### config.mk
export PLATFORM = sky130hd
export DESIGN_NAME = wbh_reset_fsm
export DESIGN_NICKNAME = d
export VERILOG_FILES = /design/src/rtl/wbh_reset_fsm.sv
export SDC_FILE = /design/constraint.sdc
export NUM_CORES = 1
export LEC_CHECK = 0
export BUFFER_PORTS_ARGS = -buffer_cell sky130_fd_sc_hd__buf_4
export CAP_MARGIN = 20
export CORE_ASPECT_RATIO = 1.4
export CORE_MARGIN = 2
export CORE_UTILIZATION = 40
export CTS_CLUSTER_SIZE = 25
export DETAILED_ROUTE_END_ITERATION = 10
export PLACE_DENSITY = 0.77
export SLEW_MARGIN = 20
export SYNTH_ARGS = -nofsm -noshare
export SYNTH_HDL_FRONTEND = slang
export SYNTH_SLANG_ARGS = --single-unit
### constraint.sdc
create_clock -name mclk -period 3.6 [get_ports mclk]
set_input_delay 0 -clock mclk [delete_from_list [all_inputs] [get_ports mclk]]
set_output_delay 0 -clock mclk [all_outputs]
set_load 0.005 [all_outputs]
### src/rtl/wbh_reset_fsm.sv
// Power-up / soft-reboot sequencer feeding the wishbone-host register block.
// Optional watchdog-triggered soft reboot is built when WBH_RST_WDOG_EN is defined.
module wbh_reset_fsm #(
  parameter int unsigned INIT_WAIT_CYC  = 1024,
  parameter int unsigned FAST_WAIT_CYC  = 8,
  parameter int unsigned STRAP_CYC      = 4,
  parameter int unsigned CLK_SETTLE_CYC = 4,
  parameter int unsigned SOFT_RST_CYC   = 16,
  parameter int unsigned WDOG_CYC       = 65535
) (
  input  logic        mclk,
  input  logic        e_reset,
  input  logic        cfg_fast_sim,
  input  logic        soft_reboot_req,
  input  logic [31:0] pad_strap,
  input  logic        wdog_enb,
  input  logic        wdog_kick,
  output logic        p_reset_n,
  output logic        s_reset_n,
  output logic        clk_enb,
  output logic        soft_reboot,
  output logic        wdog_reboot,
  output logic [31:0] strap_sticky,
  output logic [2:0]  rst_state
);

  localparam int unsigned CNT_W   = 16;
  localparam int unsigned STRAP_W = 32;

  localparam logic [CNT_W-1:0] INIT_LD  = CNT_W'(INIT_WAIT_CYC - 1);
  localparam logic [CNT_W-1:0] FAST_LD  = CNT_W'(FAST_WAIT_CYC - 1);
  localparam logic [CNT_W-1:0] STRAP_LD = CNT_W'(STRAP_CYC - 1);
  localparam logic [CNT_W-1:0] CLK_LD   = CNT_W'(CLK_SETTLE_CYC - 1);
  localparam logic [CNT_W-1:0] SOFT_LD  = CNT_W'(SOFT_RST_CYC - 1);
  localparam logic [CNT_W-1:0] WDOG_LD  = CNT_W'(WDOG_CYC - 1);

  typedef enum logic [2:0] {
    ST_RESET      = 3'd0,
    ST_WAIT_INIT  = 3'd1,
    ST_STRAP_LOAD = 3'd2,
    ST_CLK_EN     = 3'd3,
    ST_RUN        = 3'd4,
    ST_SOFT_RST   = 3'd5
  } state_e;

  state_e             state_q, state_d;
  logic [CNT_W-1:0]   cnt_q, cnt_d;
  logic [STRAP_W-1:0] strap_q, strap_d;
  logic               p_rst_q, p_rst_d;
  logic               s_rst_q, s_rst_d;
  logic               clk_enb_q, clk_enb_d;
  logic               soft_q, soft_d;
  logic               wflag_q, wflag_d;
  logic               wdog_expire_c;

`ifdef WBH_RST_WDOG_EN
  logic [CNT_W-1:0] wdog_q, wdog_d;

  // Watchdog counts down only while enabled in RUN; a kick beats a same-edge expiry.
  always_comb begin
    wdog_d        = WDOG_LD;
    wdog_expire_c = 1'b0;
    if (state_q == ST_RUN && wdog_enb && !wdog_kick) begin
      if (wdog_q == '0) begin
        wdog_expire_c = 1'b1;
      end else begin
        wdog_d = wdog_q - CNT_W'(1);
      end
    end
  end

  always_ff @(posedge mclk) begin
    if (e_reset) begin
      wdog_q <= WDOG_LD;
    end else begin
      wdog_q <= wdog_d;
    end
  end
`else
  logic unused_wdog;

  assign wdog_expire_c = 1'b0;
  assign unused_wdog   = ^{wdog_enb, wdog_kick, WDOG_LD};
`endif

  // Next-state, counter and sticky-flag logic; outputs decoded from the next state.
  always_comb begin
    state_d = state_q;
    cnt_d   = cnt_q;
    strap_d = strap_q;
    soft_d  = soft_q;
    wflag_d = wflag_q;

    unique case (state_q)
      ST_RESET: begin
        state_d = ST_WAIT_INIT;
        cnt_d   = cfg_fast_sim ? FAST_LD : INIT_LD;
      end
      ST_WAIT_INIT: begin
        if (cnt_q == '0) begin
          state_d = ST_STRAP_LOAD;
          cnt_d   = STRAP_LD;
        end else begin
          cnt_d = cnt_q - CNT_W'(1);
        end
      end
      ST_STRAP_LOAD: begin
        strap_d = pad_strap;
        if (cnt_q == '0) begin
          state_d = ST_CLK_EN;
          cnt_d   = CLK_LD;
        end else begin
          cnt_d = cnt_q - CNT_W'(1);
        end
      end
      ST_CLK_EN: begin
        if (cnt_q == '0) begin
          state_d = ST_RUN;
        end else begin
          cnt_d = cnt_q - CNT_W'(1);
        end
      end
      ST_RUN: begin
        if (soft_reboot_req || wdog_expire_c) begin
          state_d = ST_SOFT_RST;
          cnt_d   = SOFT_LD;
          soft_d  = 1'b1;
          if (wdog_expire_c) begin
            wflag_d = 1'b1;
          end
        end
      end
      ST_SOFT_RST: begin
        if (cnt_q == '0) begin
          state_d = ST_RUN;
        end else begin
          cnt_d = cnt_q - CNT_W'(1);
        end
      end
      default: begin
        state_d = ST_RESET;
        cnt_d   = '0;
      end
    endcase

    p_rst_d   = !(state_d inside {ST_RESET, ST_WAIT_INIT});
    clk_enb_d = state_d inside {ST_CLK_EN, ST_RUN, ST_SOFT_RST};
    s_rst_d   = (state_d == ST_RUN);
  end

  always_ff @(posedge mclk) begin
    if (e_reset) begin
      state_q   <= ST_RESET;
      cnt_q     <= '0;
      strap_q   <= '0;
      p_rst_q   <= 1'b0;
      s_rst_q   <= 1'b0;
      clk_enb_q <= 1'b0;
      soft_q    <= 1'b0;
      wflag_q   <= 1'b0;
    end else begin
      state_q   <= state_d;
      cnt_q     <= cnt_d;
      strap_q   <= strap_d;
      p_rst_q   <= p_rst_d;
      s_rst_q   <= s_rst_d;
      clk_enb_q <= clk_enb_d;
      soft_q    <= soft_d;
      wflag_q   <= wflag_d;
    end
  end

  assign p_reset_n    = p_rst_q;
  assign s_reset_n    = s_rst_q;
  assign clk_enb      = clk_enb_q;
  assign soft_reboot  = soft_q;
  assign wdog_reboot  = wflag_q;
  assign strap_sticky = strap_q;
  assign rst_state    = state_q;

endmodule

# Word level (Yosys, flattened, before mapping)
# Cells that the tools add are included.
[word_totals]
ff_bits = 55
input_bits = 38
elab_cells = 39
[classes]
add_sub_neg = 1
n_eq_ne = 11
muxes = 10
reduce_logical = 10
[ops]
columns = ["cell", "n"]
rows = [
  ["$pmux 16 s4", 1],
  ["$mux 16", 3],
  ["$logic_not 16->1", 1],
  ["$sub 16x1->16 const B", 1],
  ["$pmux 3 s5", 1],
  ["$eq 3x3->1 const B", 4],
  ["$mux 3", 4],
  ["$mux 10", 1],
  ["$eq 3x2->1 const B", 3],
  ["$eq 3x1->1 const B", 2],
  ["$logic_not 3->1", 2],
  ["$ne 2x2->1 const B", 2],
  ["$reduce_and 2->1", 2],
  ["$reduce_or 2->1", 2],
  ["$reduce_bool 3->1", 1],
  ["$reduce_bool 2->1", 1],
  ["$logic_not 1->1", 1],
]

# Longest topological paths before layout
# Gate-level depths: netlist of run 1.
[logic_depth]
word_depth = 6
depth_mapped = 10
ltp_nobuf = 8

# Worst setup path after synthesis of run 1
# Ideal clock, no wire load.
[synth_timing]
path_type = "register to register"
from = "reg cnt_q[0]"
to = "reg cnt_q[15]"
arrival_ns = 1.985
t_required_ns = 3.526
path_slack_ns = 1.540
path_stages_with_launch = 10
period_less_slack_ns = 2.060
path_cell_list = "dfxtp_1 inv_1 ha_1 nor3b_1 and4_1 buf_6 a21o_1 buf_6 or4_1 a31oi_1"
[synth_between]
elab_chain_len = 3
word_cells_on_any_way = 7
[synth_rtl]
columns = ["element", "line_no", "text"]
rows = [
  ["start: declaration", "47", "logic [CNT_W-1:0] cnt_q, cnt_d;"],
  ["start signal: assignment", "163", "cnt_q <= cnt_d;"],
  ["$sub 16x1->16 / $logic_not 16->1 (equally long branches)", "n/a", ""],
  ["$mux 16, or another cell as far along", "117, 134", ""],
  ["$pmux 16 s4 / $reduce_and 2->1 (equally long branches)", "n/a", ""],
]
# Parallel ways exist; a longest one is shown, timed or not. The select of a mux whose other input is x is not followed.
# A chain may end at the register's enable or synchronous reset.

# Worst setup path in the final report of run 1
[layout_timing]
from = "reg cnt_q[0]"
to = "reg cnt_q[12]"
# Same word-level chain as after synthesis.

==> run_results.csv, run 1 <==
group,metric,value,unit
logic_synthesis,muxShareOfSynthArea,0,%
placement,portBuffers,74,
clock_tree,clkSinkCount,55,
logic_synthesis,synth_compound_gate_area_share,18.8,%
logic_synthesis,synth_largest_area_cell,"dfxtp_1",
logic_synthesis,netlist.area_leader.share,45.7,%
global_route,grt_util_all_layers,19.0,%
placement,postPlaceCellArea,2960,sq um
logic_synthesis,ys_top_cells_by_area,"dfxtp_1, nand2_1, a21oi_1",
setup_path,crit_path_max_incr_delay,0.46,ns
setup_path,worstSetupPathType,"reg -> reg",
sta,fmax,0.421,GHz
global_route,grt_pass1_wl,10300,microns
detailed_routing,via_per_inst,5.21,
detailed_routing,dr.first_iter.drc_count,176,
logic_synthesis,synth_seq_cells,55,
detailed_routing,detail_route.first_pass.iterations,4,
logic_synthesis,synth_warnings,0,
logic_synthesis,synth_nets,354,
clock_tree,htreeDepth,2,
logic_synthesis,synthXorXnorAreaFrac,1.82,%
clock_tree,clock_latency,0.31,ns
detailed_routing,wire_per_inst,13.5,microns
final_layout,mostFrequentLayoutCell,"nand2_1",
sta,hold_viol,0,
setup_path,crit_slowest_cell,"or4_1",
global_route,grt-ovfl-total,0,
setup_path,crit_required,3.84,ns
logic_synthesis,synth-simple-area-share,26.9,%
sta,setup_tns,0,ns
sta,whs,0.0871,ns
sta,rsz0062_at_grt,"false",
global_route,antenna_found_initial,0,
clock_tree,cts_tree,"built",
final_layout,area_growth,40.2,%
detailed_routing,postRouteAntennaNets,0,
clock_tree,cts.clk_slew.worst_paths,0.10,ns
setup_path,path_cells,"inv_1 > ha_1 > nor3b_1 > and4_1 > a21oi_1 > buf_4 > nand4_1 > or4_1 > a21oi_1",
logic_synthesis,synth_top_family_by_area,"simple AND/OR/NAND/NOR gates",
final_layout,n_antenna_cell,0,
logic_synthesis,yosysUniqueCellTypes,39,
global_route,grt_max_degree,52,
clock_tree,hold_buffers,32,
power_and_ir_drop,powerDensity,373,nW/um^2
logic_synthesis,netlist_instances,314,
clock_tree,clk_path_buf_depth,2,
setup_path,cp-start-kind,"register",
detailed_routing,vias,2488,
sta,relSlewSlack,32.6,%
sta,finalSetupViolCount,0,
setup_path,cp_top_family,"simple AND/OR/NAND/NOR gates",
power_and_ir_drop,irDropWorstVdd,196,uV
setup_path,cp-end-kind,"register",
detailed_routing,wl,6450,microns
clock_tree,postCtsSetupRepairBufs,0,
logic_synthesis,synth_area,2410,sq um
sta,clock_skew,0.00908,ns
setup_path,crit_buf_inv,2,
sta,final_max_slew_viol_count,0,
worst_hold_path,hp-class,"in -> reg",
die,core_region_area,5820,sq um
final_layout,final_cell_mix,"nand2_1, buf_4, dfxtp_1",
setup_path,cp_data_arrival_time,2.62,ns
clock_tree,cts-resized-gates,0,
sta,worst_slew_pin_slew,1.01,ns
logic_synthesis,avgSynthCellArea,7.68,sq um
sta,finalCriticalPeriod,2.38,ns
global_route,grt_pass1_vias,2296,
run,cap_violations,0,
placement,dpl.hpwl,3970,microns
power_and_ir_drop,leakage,1.36,nW
final_layout,drive_gt1_share,21.3,%
outcome,status,"completed",
logic_synthesis,synth_adder_area_share,1.04,%
die,dieHeight,95.9,microns
setup_path,crit_top_cell,"a21oi_1",
setup_path,cp_max_fo,11,
clock_tree,numCtsBuffers,5,
die,start_util,41.4,%
placement,place.gp.congestion,0.814,
final_layout,nNetsFinal,447,
die,die_width,69.6,microns
logic_synthesis,yosysSeqAreaShare,45.7,%
power_and_ir_drop,p_total,1.26,mW
detailed_routing,remaining_drc_errors,0,
die,ioPinCount,78,
clock_tree,cts_root_buffer,"clkbuf_8",
die,rows,33,
die,dieArea,6670,sq um
final_layout,fin_area,3380,sq um
sta,fin_crit_sh,66.0,%
==> area by class of cell <==
type	count	area, sq um
fill	511	2440
multi-input combinational	230	1180
sequential	55	1100
timing repair buffer	108	891
tap	70	87.6
clock buffer	6	82.6
inverter	7	26.3
clock inverter	2	16.3
==> worst reg2reg max path, cell delays in order (launching register included) <==
cell     delay (ns)
dfxtp_1        0.40
inv_1          0.08
ha_1           0.19
nor3b_1        0.14
and4_1         0.31
a21oi_1        0.18
buf_4          0.20
nand4_1        0.21
or4_1          0.46
a21oi_1        0.14
==> stage by stage <==
stage / util [%] / setup slack (ns) / std cells
after floorplan: - / 1.54 / 314
after detailed placement: 50.9 / 1.25 / 438
final: 58.1 / 1.22 / 478
after CTS: 58.1 / 1.22 / 478
after global placement: 50.9 / 1.30 / 438
after global routing: 58.1 / 1.02 / 478
==> where the power goes <==
group | switching, mW | leakage [nW] | internal [mW] | total [mW]
clock network | 0.200 | 0.0474 | 0.157 | 0.358
logic | 0.117 | 0.866 | 0.119 | 0.236
registers | 0.0333 | 0.446 | 0.635 | 0.668
==> cell usage after synthesis <==
master,n
nand4_1,6
nor3_1,8
ha_1,2
clkbuf_1,17
inv_1,7
conb_1,1
and3_4,1
nor4_1,3
o21ai_1,2
o2bb2ai_1,2
o22ai_1,2
buf_4,1
or3_1,1
and2_1,1
and3_1,1
a21boi_0,1
o21ai_0,4
nand3b_1,1
nand2b_1,6
nor2b_1,2
xor2_1,3
nand3_1,5
a21oi_1,50
o32ai_1,5
or4_1,2
and4_1,1
or3b_1,1
a21o_1,3
buf_2,1
dfxtp_1,55
nor3b_1,2
o31ai_1,2
nand2_1,83
xnor2_1,2
nor2_1,18
a31oi_1,7
a221o_1,1
buf_6,3
nor4_2,1
==> sequential cells by signal, indices dropped and copies added, names as in the netlist <==
register,flops
strap_sticky,32
soft_reboot,1
cnt_q,16
clk_enb,1
p_reset_n,1
rst_state,3
s_reset_n,1
==> cells by family (layout without fill, tap and decap cells) <==
family          after synthesis  count (layout)
simple gates                143             143
compound gates               79              79
flops                        55              55
buf+inv                      29             123
xor+xnor                      5               5
fa+ha+maj                     2               2
other cells                   1               1
==> routing by layer <==
layer / track usage, % / part of all wire (%) / vias up / routed length [microns]
met4: 6.25 / 1.5 / 0 / 98
li1: - / - / 1258 / -
met1: 20.5 / 40 / 1158 / 2590
met3: 3.56 / 3.9 / 9 / 252
met5: 0 / 0 / - / 0
met2: 37.3 / 54 / 63 / 3510
==> final timing paths <==
path	startpoint	endpoint	slack (ns)	cells after the start
worst max register to register	cnt_q[0]	cnt_q[12]	1.22	9
worst max-delay path	cnt_q[0]	cnt_q[12]	1.22	9
worst min-delay path	soft_reboot_req	soft_reboot	0.09	4
worst min register to register	strap_sticky[15]	strap_sticky[15]	0.46	2
No activity file was read; power rests on OpenSTA's default activity.
==> run 2, diff against run 1 <==
--- a/config.mk
+++ b/config.mk
@@ -5,6 +5,7 @@
 export SDC_FILE = /design/constraint.sdc
 export NUM_CORES = 1
 export LEC_CHECK = 0
+export ABC_AREA = 1
 export BUFFER_PORTS_ARGS = -buffer_cell sky130_fd_sc_hd__buf_4
 export CAP_MARGIN = 20
 export CORE_ASPECT_RATIO = 1.4
@@ -12,7 +13,7 @@
 export CORE_UTILIZATION = 40
 export CTS_CLUSTER_SIZE = 25
 export DETAILED_ROUTE_END_ITERATION = 10
-export PLACE_DENSITY = 0.77
+export PLACE_DENSITY = 0.79
 export SLEW_MARGIN = 20
 export SYNTH_ARGS = -nofsm -noshare
 export SYNTH_HDL_FRONTEND = slang
==> constraint.sdc (replaced) <==
create_clock -name mclk -period 2.1 [get_ports mclk]
set_input_delay 0 -clock mclk [delete_from_list [all_inputs] [get_ports mclk]]
set_output_delay 0 -clock mclk [all_outputs]
set_load 0.005 [all_outputs]
==> run 2 against run 1 <==
Net effect: maximum frequency increased by 37%; clock power increased by 70%; synthesized cell count increased by 19%; clock-buffer cell count decreased by 1; die area increased by 9.0%; hold slack got worse by 0.025 ns; highest routed layer unchanged.
==> run_results.csv, run 2 <==
group,metric,value,unit
logic_synthesis,synth_common_cells,"nand2_1, dfxtp_1, a21oi_1, nor2_1, inv_1",
placement,postPlaceCellArea,3230,sq um
sta,fin_crit_sh,82.7,%
die,dieArea,7270,sq um
logic_synthesis,synth_area,2640,sq um
global_route,grt_util_all_layers,19.6,%
placement,dpl.hpwl,4580,microns
final_layout,area_growth,38.2,%
setup_path,crit_required,2.30,ns
global_route,top_usage_layer,"met2",
outcome,status,"completed",
die,ioPinCount,78,
die,dieHeight,100,microns
setup_path,cp_top_family,"simple AND/OR/NAND/NOR gates",
final_layout,final_cell_mix,"nand2_1, buf_4, dfxtp_1",
power_and_ir_drop,p_sw,0.657,mW
clock_tree,htreeDepth,2,
power_and_ir_drop,leakage,1.60,nW
die,core_region_area,6480,sq um
clock_tree,clkSinkCount,55,
setup_path,cp_data_arrival_time,1.93,ns
clock_tree,postCtsSetupRepairBufs,0,
logic_synthesis,synth_seq_cells,55,
die,rows,35,
detailed_routing,via_per_inst,4.95,
logic_synthesis,ys_top_cells_by_area,"dfxtp_1, nand2_1, a21oi_1",
logic_synthesis,avgSynthCellArea,7.06,sq um
logic_synthesis,netlist.area_leader.share,41.7,%
logic_synthesis,yosysSeqAreaShare,41.7,%
sta,hold_viol,0,
detailed_routing,remaining_drc_errors,0,
final_layout,drive_gt1_share,26.0,%
setup_path,cp-end-kind,"register",
final_layout,mostFrequentLayoutCell,"nand2_1",
power_and_ir_drop,irDropWorstVdd,356,uV
detailed_routing,wire_per_inst,12.7,microns
logic_synthesis,synth_edf_count,0,
placement,place.gp.congestion,0.847,
global_route,antenna_found_initial,0,
logic_synthesis,synth_warnings,0,
clock_tree,clk_path_buf_depth,2,
detailed_routing,dr.first_iter.drc_count,122,
logic_synthesis,yosysUniqueCellTypes,36,
global_route,met1_usage,22.2,%
detailed_routing,vias,2727,
power_and_ir_drop,switching_share,30.1,%
sta,final_max_slew_viol_count,0,
power_and_ir_drop,p_int,1.53,mW
logic_synthesis,netlist_instances,374,
power_and_ir_drop,powerDensity,599,nW/um^2
final_layout,nNetsFinal,516,
logic_synthesis,synth_nets,414,
final_layout,fin_area,3650,sq um
sta,rsz0062_at_grt,"false",
clock_tree,cts_root_buffer,"clkbuf_8",
setup_path,crit_slowest_cell,"dfxtp_1",
clock_tree,numCtsBuffers,5,
global_route,grt_max_degree,33,
run,cap_violations,0,
sta,finalCriticalPeriod,1.74,ns
setup_path,crit_path_max_incr_delay,0.38,ns
detailed_routing,postRouteAntennaNets,0,
worst_hold_path,hp-class,"in -> reg",
setup_path,path_cells,"nor2_1 > nand2_1 > nor2_1 > nand3_2 > nand2_4 > o21ai_0 > nand2_1 > a21oi_2",
sta,finalSetupViolCount,0,
detailed_routing,detail_route.first_pass.iterations,4,
logic_synthesis,yosysMostFrequentCell,"nand2_1",
die,die_width,72.6,microns
clock_tree,clock_latency,0.32,ns
global_route,grt_pass1_wl,11400,microns
placement,portBuffers,74,
global_route,grt-ovfl-total,0,
power_and_ir_drop,seqPwrFrac,51.3,%
sta,clock_skew,0.0191,ns
logic_synthesis,ys_dominant_reg_cell,"dfxtp_1",
final_layout,n_antenna_cell,0,
setup_path,worstSetupPathType,"reg -> reg",
setup_path,cp_max_fo,10,
power_and_ir_drop,comb_power_share,20.9,%
power_and_ir_drop,clkPwrFrac,27.8,%
global_route,grt_pass1_vias,2499,
detailed_routing,wl,7030,microns
clock_tree,cts.clk_slew.worst_paths,0.11,ns
die,start_util,40.7,%
placement,place_inst,511,
global_route,use_met3,2.81,%
sta,fmax,0.576,GHz
final_layout,fin_cells,551,
setup_path,cp-start-kind,"register",
logic_synthesis,synthArstFlopShare,0,%
clock_tree,cts_tree,"built",
final_layout,largest_reg_flops,32,
logic_synthesis,synth_largest_area_cell,"dfxtp_1",
global_route,use_met2,36.2,%
setup_path,crit_buf_inv,0,
sta,setup_tns,0,ns
run 2: changes by cell type in the layout (fill, tap and decap cells not counted), moves of 6 or more:
cell	change
nand3_1	+11
nor2_1	+14
a21oi_1	-13
inv_1	+19
nand2_1	+40
nand2b_1	-6
nor3_1	-7
o21ai_0	+7
a21oi_2	+10
run 2: cell type report:
class / instances / area (sq um)
clock buffers: 5 / 68.8
fillers: 564 / 2840
inverters: 34 / 131
well taps: 74 / 92.6
clock inverters: 3 / 22.5
flip-flops and latches: 55 / 1100
multi-input cells: 271 / 1330
repair buffers: 109 / 898
run 2: power groups by stage:
stage,combinational [mW],clock [mW],sequential [mW]
5_1_grt,0.508,0.658,1.13
6_report,0.457,0.607,1.12
3_3_place_gp,0.392,0,1.14
3_5_place_dp,0.400,0,1.14
2_1_floorplan,0.277,0,1.13
4_1_cts,0.453,0.620,1.12
run 2: timing repair:
item / 4_1_cts / 5_1_grt
hold endpoints to repair: 32 / 0
hold buffers: 32 / 0
gates resized for setup: 0 / 0
run 2: worst paths after layout:
check	start	endpoint	slack, ns	cells past startpoint
min reg2reg	strap_sticky[0]	strap_sticky[0]	0.47	2
max reg2reg	cnt_q[3]	cnt_q[4]	0.36	8
min	e_reset	cnt_q[6]	0.06	2
max	cnt_q[3]	cnt_q[4]	0.36	8
run 2: routing by layer:
metal | share of wire (%) | routed length, microns
met4 | 2.2 | 157
met1 | 41 | 2870
met2 | 52 | 3680
met3 | 4.5 | 318
met5 | 0 | 0
run 2: kinds of logic after synthesis:
group           Yosys count  share of synthesized area (%)
compound gates           70                           15.5
xor+xnor                  4                           1.33
fa+ha+maj                 2                          0.948
buf+inv                  48                           7.82
flops                    55                           41.7
other cells               1                          0.142
simple gates            194                           32.6
run 2: through the flow:
stage                     hold WS, ns  util (%)  power, mW  worst slack, ns
after floorplan                 0.144         -       1.41            0.652
after global placement          0.252      49.9       1.53            0.441
after detailed placement        0.264      49.9       1.54            0.426
after CTS                      0.0501      56.3       2.19            0.394
after global routing           0.0692      56.3       2.29            0.228
final                          0.0620      56.3       2.18            0.364
